--- src/rtl/mem_arbiter.sv ---
// mem_arbiter: two-requester arbiter for one synchronous-read data memory port.
//
// Requester 0 is normally the CPU data path and requester 1 a second bus master.
// At most one beat is granted per cycle. Idle ties are broken round-robin. A
// requester may hold ownership with lock for up to MAX_LOCK back-to-back beats.
//
// Ports:
//   clk, rst                  clock, synchronous active-high reset
//   rN_req/lock/we/addr/wdata requester N beat request, lock hint and payload
//   rN_gnt                    requester N beat accepted this cycle (combinational)
//   rN_rvalid/rN_rdata        requester N read return, one cycle after gnt
//   mem_we/addr/wdata         memory command for the granted beat (zero when idle)
//   mem_rdata                 memory read data, valid the cycle after the address
module mem_arbiter #(
    parameter int AW       = 16,
    parameter int DW       = 16,
    parameter int MAX_LOCK = 8
) (
    input  logic          clk,
    input  logic          rst,
    input  logic          r0_req,
    input  logic          r0_lock,
    input  logic          r0_we,
    input  logic [AW-1:0] r0_addr,
    input  logic [DW-1:0] r0_wdata,
    output logic          r0_gnt,
    output logic          r0_rvalid,
    output logic [DW-1:0] r0_rdata,
    input  logic          r1_req,
    input  logic          r1_lock,
    input  logic          r1_we,
    input  logic [AW-1:0] r1_addr,
    input  logic [DW-1:0] r1_wdata,
    output logic          r1_gnt,
    output logic          r1_rvalid,
    output logic [DW-1:0] r1_rdata,
    output logic          mem_we,
    output logic [AW-1:0] mem_addr,
    output logic [DW-1:0] mem_wdata,
    input  logic [DW-1:0] mem_rdata
);

    localparam int CW = $clog2(MAX_LOCK + 1);
    localparam logic [CW-1:0] LockMax = CW'(MAX_LOCK);
    // With a single-beat limit the lock can never carry past the first beat.
    localparam bit LockAllowed = (MAX_LOCK > 1);

    typedef enum logic [1:0] {
        StIdle,
        StOwn0,
        StOwn1
    } state_e;

    state_e        r_state, w_state_d;
    logic          r_prio, w_prio_d;
    logic [CW-1:0] r_lock_cnt, w_lock_cnt_d;
    logic [CW-1:0] w_cnt_inc;
    logic          w_gnt0, w_gnt1;
    logic          r_rvalid0, r_rvalid1;

    assign w_cnt_inc = r_lock_cnt + CW'(1);

    always_comb begin
        w_gnt0       = 1'b0;
        w_gnt1       = 1'b0;
        w_state_d    = r_state;
        w_prio_d     = r_prio;
        w_lock_cnt_d = r_lock_cnt;
        if (!rst) begin
            case (r_state)
                StIdle: begin
                    if (r0_req && (!r1_req || !r_prio)) begin
                        w_gnt0   = 1'b1;
                        w_prio_d = 1'b1;
                        if (r0_lock && LockAllowed) begin
                            w_state_d    = StOwn0;
                            w_lock_cnt_d = CW'(1);
                        end else begin
                            w_lock_cnt_d = '0;
                        end
                    end else if (r1_req) begin
                        w_gnt1   = 1'b1;
                        w_prio_d = 1'b0;
                        if (r1_lock && LockAllowed) begin
                            w_state_d    = StOwn1;
                            w_lock_cnt_d = CW'(1);
                        end else begin
                            w_lock_cnt_d = '0;
                        end
                    end
                end
                StOwn0: begin
                    if (r0_req) begin
                        w_gnt0   = 1'b1;
                        w_prio_d = 1'b1;
                        if (!r0_lock || (w_cnt_inc == LockMax)) begin
                            w_state_d    = StIdle;
                            w_lock_cnt_d = '0;
                        end else begin
                            w_lock_cnt_d = w_cnt_inc;
                        end
                    end else begin
                        // Voluntary release: no beat this cycle, prio left alone.
                        w_state_d    = StIdle;
                        w_lock_cnt_d = '0;
                    end
                end
                StOwn1: begin
                    if (r1_req) begin
                        w_gnt1   = 1'b1;
                        w_prio_d = 1'b0;
                        if (!r1_lock || (w_cnt_inc == LockMax)) begin
                            w_state_d    = StIdle;
                            w_lock_cnt_d = '0;
                        end else begin
                            w_lock_cnt_d = w_cnt_inc;
                        end
                    end else begin
                        w_state_d    = StIdle;
                        w_lock_cnt_d = '0;
                    end
                end
                default: begin
                    w_state_d    = StIdle;
                    w_lock_cnt_d = '0;
                end
            endcase
        end
    end

    always_comb begin
        mem_we    = 1'b0;
        mem_addr  = '0;
        mem_wdata = '0;
        if (w_gnt0) begin
            mem_we    = r0_we;
            mem_addr  = r0_addr;
            mem_wdata = r0_wdata;
        end else if (w_gnt1) begin
            mem_we    = r1_we;
            mem_addr  = r1_addr;
            mem_wdata = r1_wdata;
        end
    end

    always_ff @(posedge clk) begin
        if (rst) begin
            r_state    <= StIdle;
            r_prio     <= 1'b0;
            r_lock_cnt <= '0;
            r_rvalid0  <= 1'b0;
            r_rvalid1  <= 1'b0;
        end else begin
            r_state    <= w_state_d;
            r_prio     <= w_prio_d;
            r_lock_cnt <= w_lock_cnt_d;
            r_rvalid0  <= w_gnt0 & ~r0_we;
            r_rvalid1  <= w_gnt1 & ~r1_we;
        end
    end

    assign r0_gnt    = w_gnt0;
    assign r1_gnt    = w_gnt1;
    // Masked by rst so a read granted just before reset never shows a valid
    // while reset is held or afterwards.
    assign r0_rvalid = r_rvalid0 & ~rst;
    assign r1_rvalid = r_rvalid1 & ~rst;
    assign r0_rdata  = mem_rdata;
    assign r1_rdata  = mem_rdata;

endmodule

--- config.mk ---
export PLATFORM = sky130hd
export DESIGN_NAME = mem_arbiter
export DESIGN_NICKNAME = d
export VERILOG_FILES = /design/src/rtl/mem_arbiter.sv
export SDC_FILE = /design/constraint.sdc
export NUM_CORES = 1
export LEC_CHECK = 0
export CAP_MARGIN = 30
export CORE_UTILIZATION = 27
export DETAILED_ROUTE_END_ITERATION = 10
export PLACE_DENSITY = 0.91
export SKIP_LAST_GASP = 1
export SYNTH_ARGS = -nofsm -noshare
export SYNTH_HDL_FRONTEND = slang
export SYNTH_SLANG_ARGS = --single-unit
--- constraint.sdc ---
create_clock -name clk -period 2.1 [get_ports clk]
set_clock_uncertainty 0.1 [all_clocks]
set_input_delay 0.315 -clock clk [delete_from_list [all_inputs] [get_ports clk]]
set_output_delay 0.315 -clock clk [all_outputs]
set_load 0.005 [all_outputs]
**After elaboration in Yosys (flattened, before gate mapping)**

Index checks and enable logic that the tools add are counted.

- $add $sub $neg: 1
- Eq/ne operators: 9
- Mux-type cells: 36
- Bitwise logic cells: 7
- Reduce and logical (&&, ||, !) cells: 12

Operators by type and width:

| cell | count |
|---|---|
| two-way mux 16 bit | 4 |
| two-way mux 4 bit | 6 |
| two-way mux 2 bit | 8 |
| != test 3 bit (second input constant) | 5 |
| two-way mux 1 bit | 13 |
| case mux 4 bit (3 select lines) | 1 |
| case mux 2 bit (3 select lines) | 1 |
| AND reduction 5 bit | 1 |
| adder 4 x 1 -> 4 bit (second input constant) | 1 |
| AND 1 bit | 4 |
| == test 4 bit (second input constant) | 1 |
| logical NOT 1 bit | 4 |
| case mux 1 bit (2 select lines) | 2 |
| logical OR 1 bit | 3 |
| inverter 1 bit | 3 |
| case mux 1 bit (3 select lines) | 1 |
| nonzero test 3 bit | 1 |
| == test 2 x 1 -> 1 bit (second input constant) | 1 |
| == test 2 bit (second input constant) | 1 |
| logical NOT 2 bit | 1 |
| != test 2 bit (second input constant) | 1 |
| AND reduction 2 bit | 1 |
| logical AND 1 bit | 1 |

- Register bits: 9
- Bits of input ports: 88
- Output and inout port bits: 69
- Logic and storage cells: 70

**Depth between registers and ports, before layout**

- Depth after elaboration: 8
- Depth in mapped cells: 8
- Depth with buffers taken out: 8

**Worst setup path before layout**

Ideal clock, no wire load.

- Path type: reg-to-output
- From: register r_state[0]
- To: output port mem_addr[11]
- Arrival: 1.536 ns
- Required time: 1.685 ns
- Slack: 0.149 ns
- Stages on the path, launching flop included: 8
- Path buffers: 1
- Cell sequence: dfxtp_1 inv_1 ha_1 a21boi_1 o21ai_2 nor3b_4 buf_6 a22o_1

- Word-level cells in the longest chain between the ends: 5
- Elaborated cells between the ends (all ways): 9
- Classes of those cells: eq/ne (2); mux (6); reduce/logical (1)

RTL lines:

| what | RTL line | RTL |
|---|---|---|
| start, declared | 54 | `state_e r_state, w_state_d;` |
| start signal, assigned | 148 | `r_state <= StIdle;` |
| start signal, assigned | 154 | `r_state <= w_state_d;` |
| == test 2 bit / logical NOT 2 bit (equally long branches) | 70 | `case (r_state)` |
| case mux 1 bit (2 select lines) | 70 |  |
| two-way mux 1 bit | 69 | `if (!rst) begin` |
| two-way mux 16 bit | 139 | `end else if (w_gnt1) begin` |
| two-way mux 16 bit * | 135 | `if (w_gnt0) begin` |
| end, declared | 38 | `output logic [AW-1:0] mem_addr,` |

Mark *: on every way between the ends. The rest lies on a longest branch, timed or not.

**Worst setup path after layout**

- From: register r_state[1]
- To: output port mem_addr[6]

Same word-level chain as after synthesis.

==> metrics <==
critical path arrival 1.91 ns; worst skew pair latency 0.24 ns; final wirelength 5060 um; Via Count 1574; Final min period 2.33 ns; Die Y 71.9 um; Peak VDD IR 0.404 mV; CORE AREA 4720 um2; worst rel slew slack 0.637; reg2reg path depth 5; unique cell type count in the Yosys netlist 44; CP Launch Type flop; Final Hold Viols 0; largest family of logic cells by synthesized area compound AO/OA/AOI/OAI gates; CTS Buf Count 3; hold_buf cts 0; hold crit path type reg2reg; Die Width 71.9 um; post-synthesis xor/xnor area fraction 0; first-pass GRT wire length 7560 um; WP data required 1.68 ns; main flop type after synthesis dfxtp_1; top cells by area, synth a22o_2 19%, buf_4 18%, dfxtp_1 14%, ha_1 5.7%, buf_6 5.1%; Nets 348; area grow syn2layout 101%; Power Density 662 nW/um2; fmax 430 MHz; FF+latch count, synth 9; top cells by count, synth 32 x buf_4, 25 x a22o_2, 9 x dfxtp_1; Clock Sinks 9; FF-to-FF setup slack 0.20 ns; r2r endpoint r_state[1]; EDFF count, synth 0; detailed-route DRC error count 0; Async SR Flop Fraction 0; Leak 0.00119 uW; RSZ-0062 raised after global routing yes; hold path cells 1; largest net degree at the start of global routing 15; final worst slack -0.227 ns; initial antenna violation count 0; CTS H-Tree Depth 1; remaining antenna violation count 0; post-synth top area share 0.190; sequential area share after synthesis 0.136; Adder-Cell Fraction of Synth Area 0.0569; Yosys warnings 0; gr usage total 0.185; Setup Viol. Count Final 33; initial DRC count 28; CP Class reg2out; Syn Inst Count 148; Placement Setup Slack -0.569 ns; layout cells sized above 1 0.451; Initial Utilization 0.279; Critical Path End Type primary output; vias in the first global route 1632; Compound-Gate Fraction of Synth Area 0.372; Port Buffers 108; Die ar. 5170 um2; hpwl dp 3400 um; drt wl/cell 15.8 um; Clock transition at path regs 0.05 ns; row count 25; post-synthesis mux area share 0.0227; Yosys top cell by area a22o_2; Root Buffer clkbuf_8; most common cell in the netlist buf_4; Antenna diodes 0; Max Cap Violations 0; TritonRoute pass-1 iters 4; IO Count 157; Synth Area in Simple Gates 0.149; Hold Startpoint r_lock_cnt[3]; Avg Inst Size Synth 8.92 um2; sink of the worst hold path r_lock_cnt[3]; fin crit share 1.11; synthesized cell area 1320 um2; worst-margin pin slew 0.540 ns; syn nets 242; Slew Viols, Final 0; CTS max path bufs 2; hold_ws 0.411 ns; TritonCTS clock tree yes; GPL Wtd Cong 0.776; maximum net fanout on the critical path 9; CP startpoint r_state[1]; violated checks setup timing; R2R Path Start r_lock_cnt[0]; GRT overflow 0; routed vias/inst 4.92; status finished, violations left
-- layer usage --
metal  routed length (um)  vias up  global-route usage
met5                    0        -                   0
met4                   67        0              0.0675
met3                  248        9              0.0292
met2                 2660       82               0.341
met1                 2090      743               0.216
li1                     -      740                   -
-- worst max-delay path: stages, from the launching register on --
cell and delay (ns):
dfxtp_2 0.33, inv_2 0.05, ha_4 0.15, a21boi_4 0.13, o21ai_2 0.15, buf_4 0.14, nand2b_4 0.15, inv_8 0.06
buf_12 0.13, a22o_2 0.25, buf_2 0.12
-- layout make-up --
| class | count | area, um2 |
|---|---|---|
| multi-input cells | 94 | 946 |
| fillers | 414 | 2070 |
| flip-flops and latches | 9 | 183 |
| inverters | 7 | 47.5 |
| clock buffers | 4 | 45.0 |
| well taps | 67 | 83.8 |
| repair buffers | 139 | 1340 |
-- report_power, final --
group	switching, uW	internal (uW)	total (uW)
clock	75.2	133	208
combinational	507	802	1310
sequential	31.1	204	235
total	614	1140	1750
-- state kept, by name (all words and copies together) (netlist names) --
| register | count |
|---|---|
| r_lock_cnt | 4 |
| r_prio | 1 |
| r_rvalid0 | 1 |
| r_rvalid1 | 1 |
| r_state | 2 |
-- cell usage in the layout (no fill, tap or decap), types with 7 or more instances in the layout --
master / synthesis / layout
clkdlybuf4s50_1: 0 / 71
buf_6: 6 / 16
a22o_2: 25 / 12
dfxtp_1: 9 / 7
a22o_1: 7 / 7
buf_4: 32 / 21
buf_2: 0 / 19
a22o_4: 0 / 13
-- logic make-up after synthesis --
logic type	after synthesis
multiplexers	3
AO/OA/AOI/OAI	54
adder cells (fa/ha/maj)	6
AND/OR/NAND/NOR	31
flip-flops	9
buffers and inverters	45
-- stage by stage --
| step | instances | utilization | instance area (um2) | TNS [ns] | power, uW |
|---|---|---|---|---|---|
| after floorplan | 148 | - | 1320 | 0 | 776 |
| after global placement | 307 | 0.504 | 2380 | -17.16 | 1300 |
| after detailed placement | 307 | 0.504 | 2380 | -18.15 | 1320 |
| after CTS | 321 | 0.565 | 2670 | -7.66 | 1760 |
| after global routing | 320 | 0.561 | 2650 | -8.73 | 1860 |
| final | 320 | 0.561 | 2650 | -6.70 | 1750 |
-- timing repair --
action                                  4_1_cts  5_1_grt
cloned                                        4        1
pin swaps                                    17        3
setup buffers                                 6        0
endpoints found under the setup margin       35       37
resized for setup                           178        9
-- worst max-delay path by stage --
| stage | cells past startpoint | end |
|---|---|---|
| after floorplan | 7 | mem_addr[11] |
| after CTS | 10 | mem_addr[10] |
| after detailed placement | 7 | mem_addr[15] |
| final | 10 | mem_addr[6] |
| after global routing | 10 | mem_addr[15] |
| after global placement | 7 | mem_wdata[12] |
(Power assumes the default switching activity.)
